[src/rtl/stage_mem.sv]
// Memory-access pipeline stage: turns EX results plus a load/store request into one
// req/ack data-memory transaction and a single registered MEM/WB write-back pulse.
module stage_mem #(
  parameter int ACK_TIMEOUT = 16
) (
  input  logic        clk,
  input  logic        rst,
  input  logic        in_valid,
  output logic        in_ready,
  input  logic        flush,
  input  logic [4:0]  reg_waddr_i,
  input  logic        we_i,
  input  logic [31:0] reg_wdata_i,
  input  logic [3:0]  mem_op,
  input  logic [31:0] store_data,
  output logic        mem_req,
  output logic        mem_we,
  output logic [31:0] mem_addr,
  output logic [31:0] mem_wdata,
  output logic [3:0]  mem_be,
  input  logic [31:0] mem_rdata,
  input  logic        mem_ack,
  output logic        stall_req,
  output logic        out_valid,
  output logic [4:0]  reg_waddr_o,
  output logic        we_o,
  output logic [31:0] reg_wdata_o,
  output logic        exc_misalign,
  output logic        exc_bus
);

  localparam logic [3:0] OP_LB = 4'd1, OP_LH = 4'd2, OP_LW = 4'd3, OP_LBU = 4'd4,
                         OP_LHU = 4'd5, OP_SB = 4'd6, OP_SH = 4'd7, OP_SW = 4'd8;
  localparam logic [7:0] CNT_LAST = 8'(ACK_TIMEOUT - 1);

  typedef enum logic {IDLE, WAIT} state_t;

  state_t      state_reg, state_next;
  logic        mem_req_reg, mem_req_next, mem_we_reg, mem_we_next;
  logic [31:0] mem_addr_reg, mem_addr_next, mem_wdata_reg, mem_wdata_next;
  logic [3:0]  mem_be_reg, mem_be_next;
  logic        out_valid_reg, out_valid_next, we_o_reg, we_o_next;
  logic [4:0]  reg_waddr_o_reg, reg_waddr_o_next;
  logic [31:0] reg_wdata_o_reg, reg_wdata_o_next;
  logic        exc_misalign_reg, exc_misalign_next, exc_bus_reg, exc_bus_next;
  logic [7:0]  cnt_reg, cnt_next;
  logic [3:0]  op_reg, op_next;
  logic [4:0]  waddr_reg, waddr_next;
  logic        we_reg, we_next, flush_reg, flush_next;
  logic [1:0]  addr_lo_reg, addr_lo_next;

  logic        op_load, op_store, op_byte, op_half, op_word;
  logic        misalign, aligned_mem, accept, killed;
  logic [3:0]  be_in;
  logic [31:0] wdata_in, load_data;
  logic [7:0]  lane_byte;
  logic [15:0] lane_half;

  // Request decode on the incoming instruction
  always_comb begin
    op_load     = mem_op inside {OP_LB, OP_LH, OP_LW, OP_LBU, OP_LHU};
    op_store    = mem_op inside {OP_SB, OP_SH, OP_SW};
    op_byte     = mem_op inside {OP_LB, OP_LBU, OP_SB};
    op_half     = mem_op inside {OP_LH, OP_LHU, OP_SH};
    op_word     = mem_op inside {OP_LW, OP_SW};
    misalign    = (op_half & reg_wdata_i[0]) | (op_word & (reg_wdata_i[1:0] != 2'b00));
    aligned_mem = (op_load | op_store) & ~misalign;
    accept      = (state_reg == IDLE) & in_valid & ~flush;
    be_in       = 4'b1111;
    wdata_in    = store_data;
    if (op_byte) begin
      be_in    = 4'b0001 << reg_wdata_i[1:0];
      wdata_in = {4{store_data[7:0]}};
    end else if (op_half) begin
      be_in    = reg_wdata_i[1] ? 4'b1100 : 4'b0011;
      wdata_in = {2{store_data[15:0]}};
    end
  end

  // Lane extraction for the latched load
  always_comb begin
    case (addr_lo_reg)
      2'd0:    lane_byte = mem_rdata[7:0];
      2'd1:    lane_byte = mem_rdata[15:8];
      2'd2:    lane_byte = mem_rdata[23:16];
      default: lane_byte = mem_rdata[31:24];
    endcase
    lane_half = addr_lo_reg[1] ? mem_rdata[31:16] : mem_rdata[15:0];
    case (op_reg)
      OP_LB:   load_data = {{24{lane_byte[7]}}, lane_byte};
      OP_LBU:  load_data = {24'd0, lane_byte};
      OP_LH:   load_data = {{16{lane_half[15]}}, lane_half};
      OP_LHU:  load_data = {16'd0, lane_half};
      default: load_data = mem_rdata;
    endcase
  end

  always_comb begin
    state_next        = state_reg;
    mem_req_next      = mem_req_reg;
    mem_we_next       = mem_we_reg;
    mem_addr_next     = mem_addr_reg;
    mem_wdata_next    = mem_wdata_reg;
    mem_be_next       = mem_be_reg;
    out_valid_next    = 1'b0;
    exc_misalign_next = 1'b0;
    exc_bus_next      = 1'b0;
    we_o_next         = we_o_reg;
    reg_waddr_o_next  = reg_waddr_o_reg;
    reg_wdata_o_next  = reg_wdata_o_reg;
    cnt_next          = cnt_reg;
    op_next           = op_reg;
    waddr_next        = waddr_reg;
    we_next           = we_reg;
    addr_lo_next      = addr_lo_reg;
    flush_next        = flush_reg;
    killed            = flush_reg | flush;
    case (state_reg)
      IDLE: begin
        if (accept) begin
          if (!(op_load | op_store)) begin
            out_valid_next   = 1'b1;
            reg_waddr_o_next = reg_waddr_i;
            we_o_next        = we_i;
            reg_wdata_o_next = reg_wdata_i;
          end else if (misalign) begin
            out_valid_next    = 1'b1;
            exc_misalign_next = 1'b1;
            reg_waddr_o_next  = reg_waddr_i;
            we_o_next         = 1'b0;
            reg_wdata_o_next  = reg_wdata_i;
          end else begin
            state_next     = WAIT;
            mem_req_next   = 1'b1;
            mem_we_next    = op_store;
            mem_addr_next  = {reg_wdata_i[31:2], 2'b00};
            mem_be_next    = be_in;
            mem_wdata_next = wdata_in;
            cnt_next       = 8'd0;
            op_next        = mem_op;
            waddr_next     = reg_waddr_i;
            we_next        = we_i;
            addr_lo_next   = reg_wdata_i[1:0];
            flush_next     = 1'b0;
          end
        end
      end
      WAIT: begin
        flush_next = killed;
        if (mem_ack || cnt_reg == CNT_LAST) begin
          state_next   = IDLE;
          mem_req_next = 1'b0;
          if (!killed) begin
            out_valid_next   = 1'b1;
            reg_waddr_o_next = waddr_reg;
            we_o_next        = 1'b0;
            if (!mem_ack) begin
              exc_bus_next = 1'b1;
            end else if (mem_we_reg) begin
              reg_wdata_o_next = 32'd0;
            end else begin
              we_o_next        = we_reg;
              reg_wdata_o_next = load_data;
            end
          end
        end else begin
          cnt_next = cnt_reg + 8'd1;
        end
      end
      default: state_next = IDLE;
    endcase
  end

  always_ff @(posedge clk) begin
    if (rst) begin
      state_reg        <= IDLE;
      mem_req_reg      <= 1'b0;
      mem_we_reg       <= 1'b0;
      mem_addr_reg     <= 32'd0;
      mem_wdata_reg    <= 32'd0;
      mem_be_reg       <= 4'd0;
      out_valid_reg    <= 1'b0;
      we_o_reg         <= 1'b0;
      reg_waddr_o_reg  <= 5'd0;
      reg_wdata_o_reg  <= 32'd0;
      exc_misalign_reg <= 1'b0;
      exc_bus_reg      <= 1'b0;
      cnt_reg          <= 8'd0;
      op_reg           <= 4'd0;
      waddr_reg        <= 5'd0;
      we_reg           <= 1'b0;
      addr_lo_reg      <= 2'd0;
      flush_reg        <= 1'b0;
    end else begin
      state_reg        <= state_next;
      mem_req_reg      <= mem_req_next;
      mem_we_reg       <= mem_we_next;
      mem_addr_reg     <= mem_addr_next;
      mem_wdata_reg    <= mem_wdata_next;
      mem_be_reg       <= mem_be_next;
      out_valid_reg    <= out_valid_next;
      we_o_reg         <= we_o_next;
      reg_waddr_o_reg  <= reg_waddr_o_next;
      reg_wdata_o_reg  <= reg_wdata_o_next;
      exc_misalign_reg <= exc_misalign_next;
      exc_bus_reg      <= exc_bus_next;
      cnt_reg          <= cnt_next;
      op_reg           <= op_next;
      waddr_reg        <= waddr_next;
      we_reg           <= we_next;
      addr_lo_reg      <= addr_lo_next;
      flush_reg        <= flush_next;
    end
  end

  assign in_ready     = (state_reg == IDLE);
  assign stall_req    = (state_reg == WAIT) | ((state_reg == IDLE) & in_valid & aligned_mem & ~flush);
  assign mem_req      = mem_req_reg;
  assign mem_we       = mem_we_reg;
  assign mem_addr     = mem_addr_reg;
  assign mem_wdata    = mem_wdata_reg;
  assign mem_be       = mem_be_reg;
  assign out_valid    = out_valid_reg;
  assign we_o         = we_o_reg;
  assign reg_waddr_o  = reg_waddr_o_reg;
  assign reg_wdata_o  = reg_wdata_o_reg;
  assign exc_misalign = exc_misalign_reg;
  assign exc_bus      = exc_bus_reg;

endmodule

[config.mk]
export PLATFORM = sky130hd
export DESIGN_NAME = stage_mem
export DESIGN_NICKNAME = d
export VERILOG_FILES = /design/src/rtl/stage_mem.sv
export SDC_FILE = /design/constraint.sdc
export NUM_CORES = 1
export LEC_CHECK = 0
export BUFFER_PORTS_ARGS = -buffer_cell sky130_fd_sc_hd__buf_2
export CAP_MARGIN = 30
export CORE_MARGIN = 2
export CORE_UTILIZATION = 40
export CTS_CLUSTER_DIAMETER = 60
export DETAILED_ROUTE_END_ITERATION = 8
export MAX_ROUTING_LAYER = met4
export PLACE_DENSITY = 0.66
export SLEW_MARGIN = 40
export SYNTH_ARGS = -nofsm -noshare
export SYNTH_HDL_FRONTEND = slang
export SYNTH_SLANG_ARGS = --single-unit
[constraint.sdc]
create_clock -name clk -period 2.5 [get_ports clk]
set_input_delay 0.5 -clock clk [delete_from_list [all_inputs] [get_ports clk]]
set_output_delay 0.5 -clock clk [all_outputs]
set_load 0.01 [all_outputs]
==> qor.csv <==
stage;metric;value;unit
run_status;status;finished clean;
synthesis;compound-cell area share of the yosys netlist;28.19;%
sta;crit path time final;2.236;ns
worst_setup_path;CP max FO;13;
clock_tree;CTS HTree Levels;4;
routing;drt via density;5.520;
synthesis;synth warn;0;
floorplanning;num ports;224;
placed_design;DP Area;8056;µm²
grt;vias in the first global route;6307;
final_layout;leading cell type in the layout, fill and taps excluded;buf_2;
routing;DRT iter0 DRCs;478;
final_layout;fin nets;1104;
synthesis;Synth Area in Adders;0.1861;%
synthesis;flops & latches, synth;131;
power_and_ir_drop;Seq pwr share;39.5;%
sta;unrepaired setup endpoints after global routing;false;
final_layout;# fillers;1612;
synthesis;ys flop type;dfxtp_1;
sta;final hold slack;0.3055;ns
synthesis;register area share after synthesis;39.00;%
power_and_ir_drop;switching power;0.001553;W
worst_setup_path;Arrival @ worst endpoint;2.52;ns
clock_tree;clk root buf;clkbuf_16;
routing;M1 wire length;9.252;mm
power_and_ir_drop;Max VDD drop;0.5129;mV
sta;Final Hold Viols;0;
grt;largest net degree at the start of global routing;60;
power_and_ir_drop;internal power;0.004114;W
worst_setup_path;CP endpoint kind;flop;
placed_design;Buffers on Ports;221;
sta;final setup violation count;0;
power_and_ir_drop;Pwr Total;0.005667;W
synthesis;multiplexer share of the synthesized area;5.471;%
routing;DR top layer;met4;
power_and_ir_drop;Leak;3.535;nW
final_layout;Area Growth Syn to Fin;28.92;%
clock_tree;# resized after CTS;0;
worst_setup_path;CP Class;reg -> reg;
routing;drc violations;0;
sta;Max-slew headroom;45.01;%
grt;initial antenna violation count;1;
final_layout;area of the multi-input gates;3676;µm²
power_and_ir_drop;pwr dens;653.8;nW/µm²
clock_tree;Sink Count;131;
final_layout;Reg area;2623;µm²
clock_tree;deepest clock path buffer count;2;
grt;GRT Overall Usage;23.93;%
routing;Antenna Violating Nets Remaining;0;
floorplanning;initial cell density of the core;40.69;%
sta;Peak Freq;447.1;MHz
routing;total wire length;21.08;mm
routing;WL/cell;17.19;µm
floorplanning;DIE HEIGHT;133.7;µm
sta;skew final;0.01414;ns
sta;Tcrit/Tclk final;89.46;%
final_layout;commonest non-fill, non-tap cells in the layout;buf_2, nand2_1, dfxtp_1;
worst_setup_path;CP Launch Type;flop;
clock_tree;CTS clock-pin slew for the worst setup and hold paths;0.06;ns
job;Max Cap Viol;0;
routing;routed wl met2;9.980;mm
routing;WL met3;1.396;mm
floorplanning;Cell Rows;47;
placed_design;post-detail-place hpwl;15.21;mm
synthesis;Post-Syn Area;6724;µm²
synthesis;largest family of logic cells by synthesized area;compound AO/OA/AOI/OAI gates;
clock_tree;Post-CTS Hold Fix Bufs;0;
sta;max-slew violations;0;
final_layout;layout cells sized above 1;33.43;%
floorplanning;core box area;16520;µm²
floorplanning;DIE WIDTH;133.7;µm
sta;Slew @ Worst Pin;0.8217;ns
synthesis;Cells after Synth;799;
worst_setup_path;CP Data Required Time;2.78;ns
clock_tree;Setup Buffers After CTS;0;
final_layout;final core utilization;52.46;%
synthesis;ys async rst share;0;%
synthesis;syn_area_per_cell;8.415;µm²
clock_tree;Clk Latency, worst-skew pair;0.43;ns
worst_hold_path;Hold WC Path Type;in -> reg;
routing;Vias;6767;
synthesis;Post-synth EDFFs;0;
clock_tree;CTS tree;done;
grt;total gr overflow;0;
power_and_ir_drop;Clock Power Share;45.5;%
routing;Initial DRT Pass Iterations;7;
power_and_ir_drop;Switching Share;27.41;%
grt;first-pass GRT wire length;33.09;mm
final_layout;design area;8668;µm²
synthesis;Cell variety after synth;63;
clock_tree;Num CTS Buffers;17;
floorplanning;Die ar.;17860;µm²
synthesis;xor/xnor cell area share of the yosys netlist;0.3908;%
synthesis;post-synthesis simple-gate area fraction;19.56;%
power_and_ir_drop;combinational share of power;15.1;%
sta;total negative setup slack;0;ns
placed_design;Placer Congestion;0.9072;
==> worst max-delay path, stage by stage, from the launching register on <==
cell and delay, ns:
dfxtp_1 0.52, and3b_1 0.23, a21oi_1 0.46, nor4bb_1 0.13, buf_4 0.20, a221oi_1 0.39
a311oi_2 0.15
==> power by group through the flow <==
stage                     clock (W)  combinational, W  sequential, W
after global routing        0.00270          0.000930        0.00225
final                       0.00258          0.000853        0.00224
after global placement            0          0.000836        0.00228
after floorplan                   0          0.000474        0.00232
after detailed placement          0          0.000848        0.00228
after CTS                   0.00263          0.000852        0.00224
==> synth_stat cells (2+ instances only) <==
cell type	instances	area [µm²]
a211oi_1	37	277.8
a21oi_1	75	375.4
a221oi_1	8	70.07
a222oi_1	8	80.08
a311oi_1	4	35.03
a311oi_2	30	450.4
a31oi_1	2	12.51
and3b_1	3	26.28
buf_1	4	15.01
buf_2	22	110.1
buf_4	5	37.54
buf_6	8	90.09
clkbuf_1	42	157.7
dfxtp_1	131	2623
inv_1	15	56.30
mux2_2	5	56.30
mux2i_1	30	300.3
nand2_1	151	566.8
nand2b_1	5	31.28
nand3_1	9	45.04
nand4_1	2	12.51
nor2_1	32	120.1
nor2b_1	10	62.56
nor3_1	49	245.2
nor3b_1	9	67.56
nor4_1	2	12.51
nor4b_1	2	17.52
o211ai_1	28	210.2
o21a_1	2	15.01
o21ai_0	8	40.04
o221ai_1	8	70.07
o22ai_1	17	106.4
or3b_1	3	26.28
or4_1	3	22.52
xor2_1	2	17.52
==> final timing paths <==
path / startpoint / endpoint / slack [ns] / cells past startpoint
max: op_reg[1] / reg_wdata_o[2] / 0.26 / 6
min: mem_ack / exc_bus / 0.31 / 2
max reg2reg: op_reg[1] / reg_wdata_o[2] / 0.26 / 6
min reg2reg: mem_addr[23] / mem_addr[23] / 0.45 / 2
==> per-layer routing <==
metal,vias to the layer above,GRT usage [%]
met5,-,-
met4,0,8.156
met3,36,5.441
met2,246,37.46
met1,3160,30.56
li1,3325,-
==> kinds of logic (layout without fill, tap and decap cells) <==
kind of cell | Yosys count | count (layout)
fa+ha+maj | 1 | 1
compound gates | 243 | 243
flops | 131 | 131
simple gates | 287 | 287
xor+xnor | 3 | 3
buf+inv | 97 | 302
other cells | 1 | 3
mux | 36 | 36
==> stage by stage <==
step	cells	worst slack, ns
floorplan	800	0.2104
global placement	1193	0.1022
detailed placement	1193	0.06627
CTS	1225	0.2763
global route	1226	0.09421
finish	1226	0.2636
==> layout make-up <==
cell class	count	area share, %
multi-input combinational	572	42.41
sequential	131	30.25
timing repair buffer	255	16.45
clock buffer	18	4.951
tap	220	3.176
clock inverter	14	2.079
inverter	15	0.6495
antenna	1	0.02887
(Power assumes the default switching activity.)
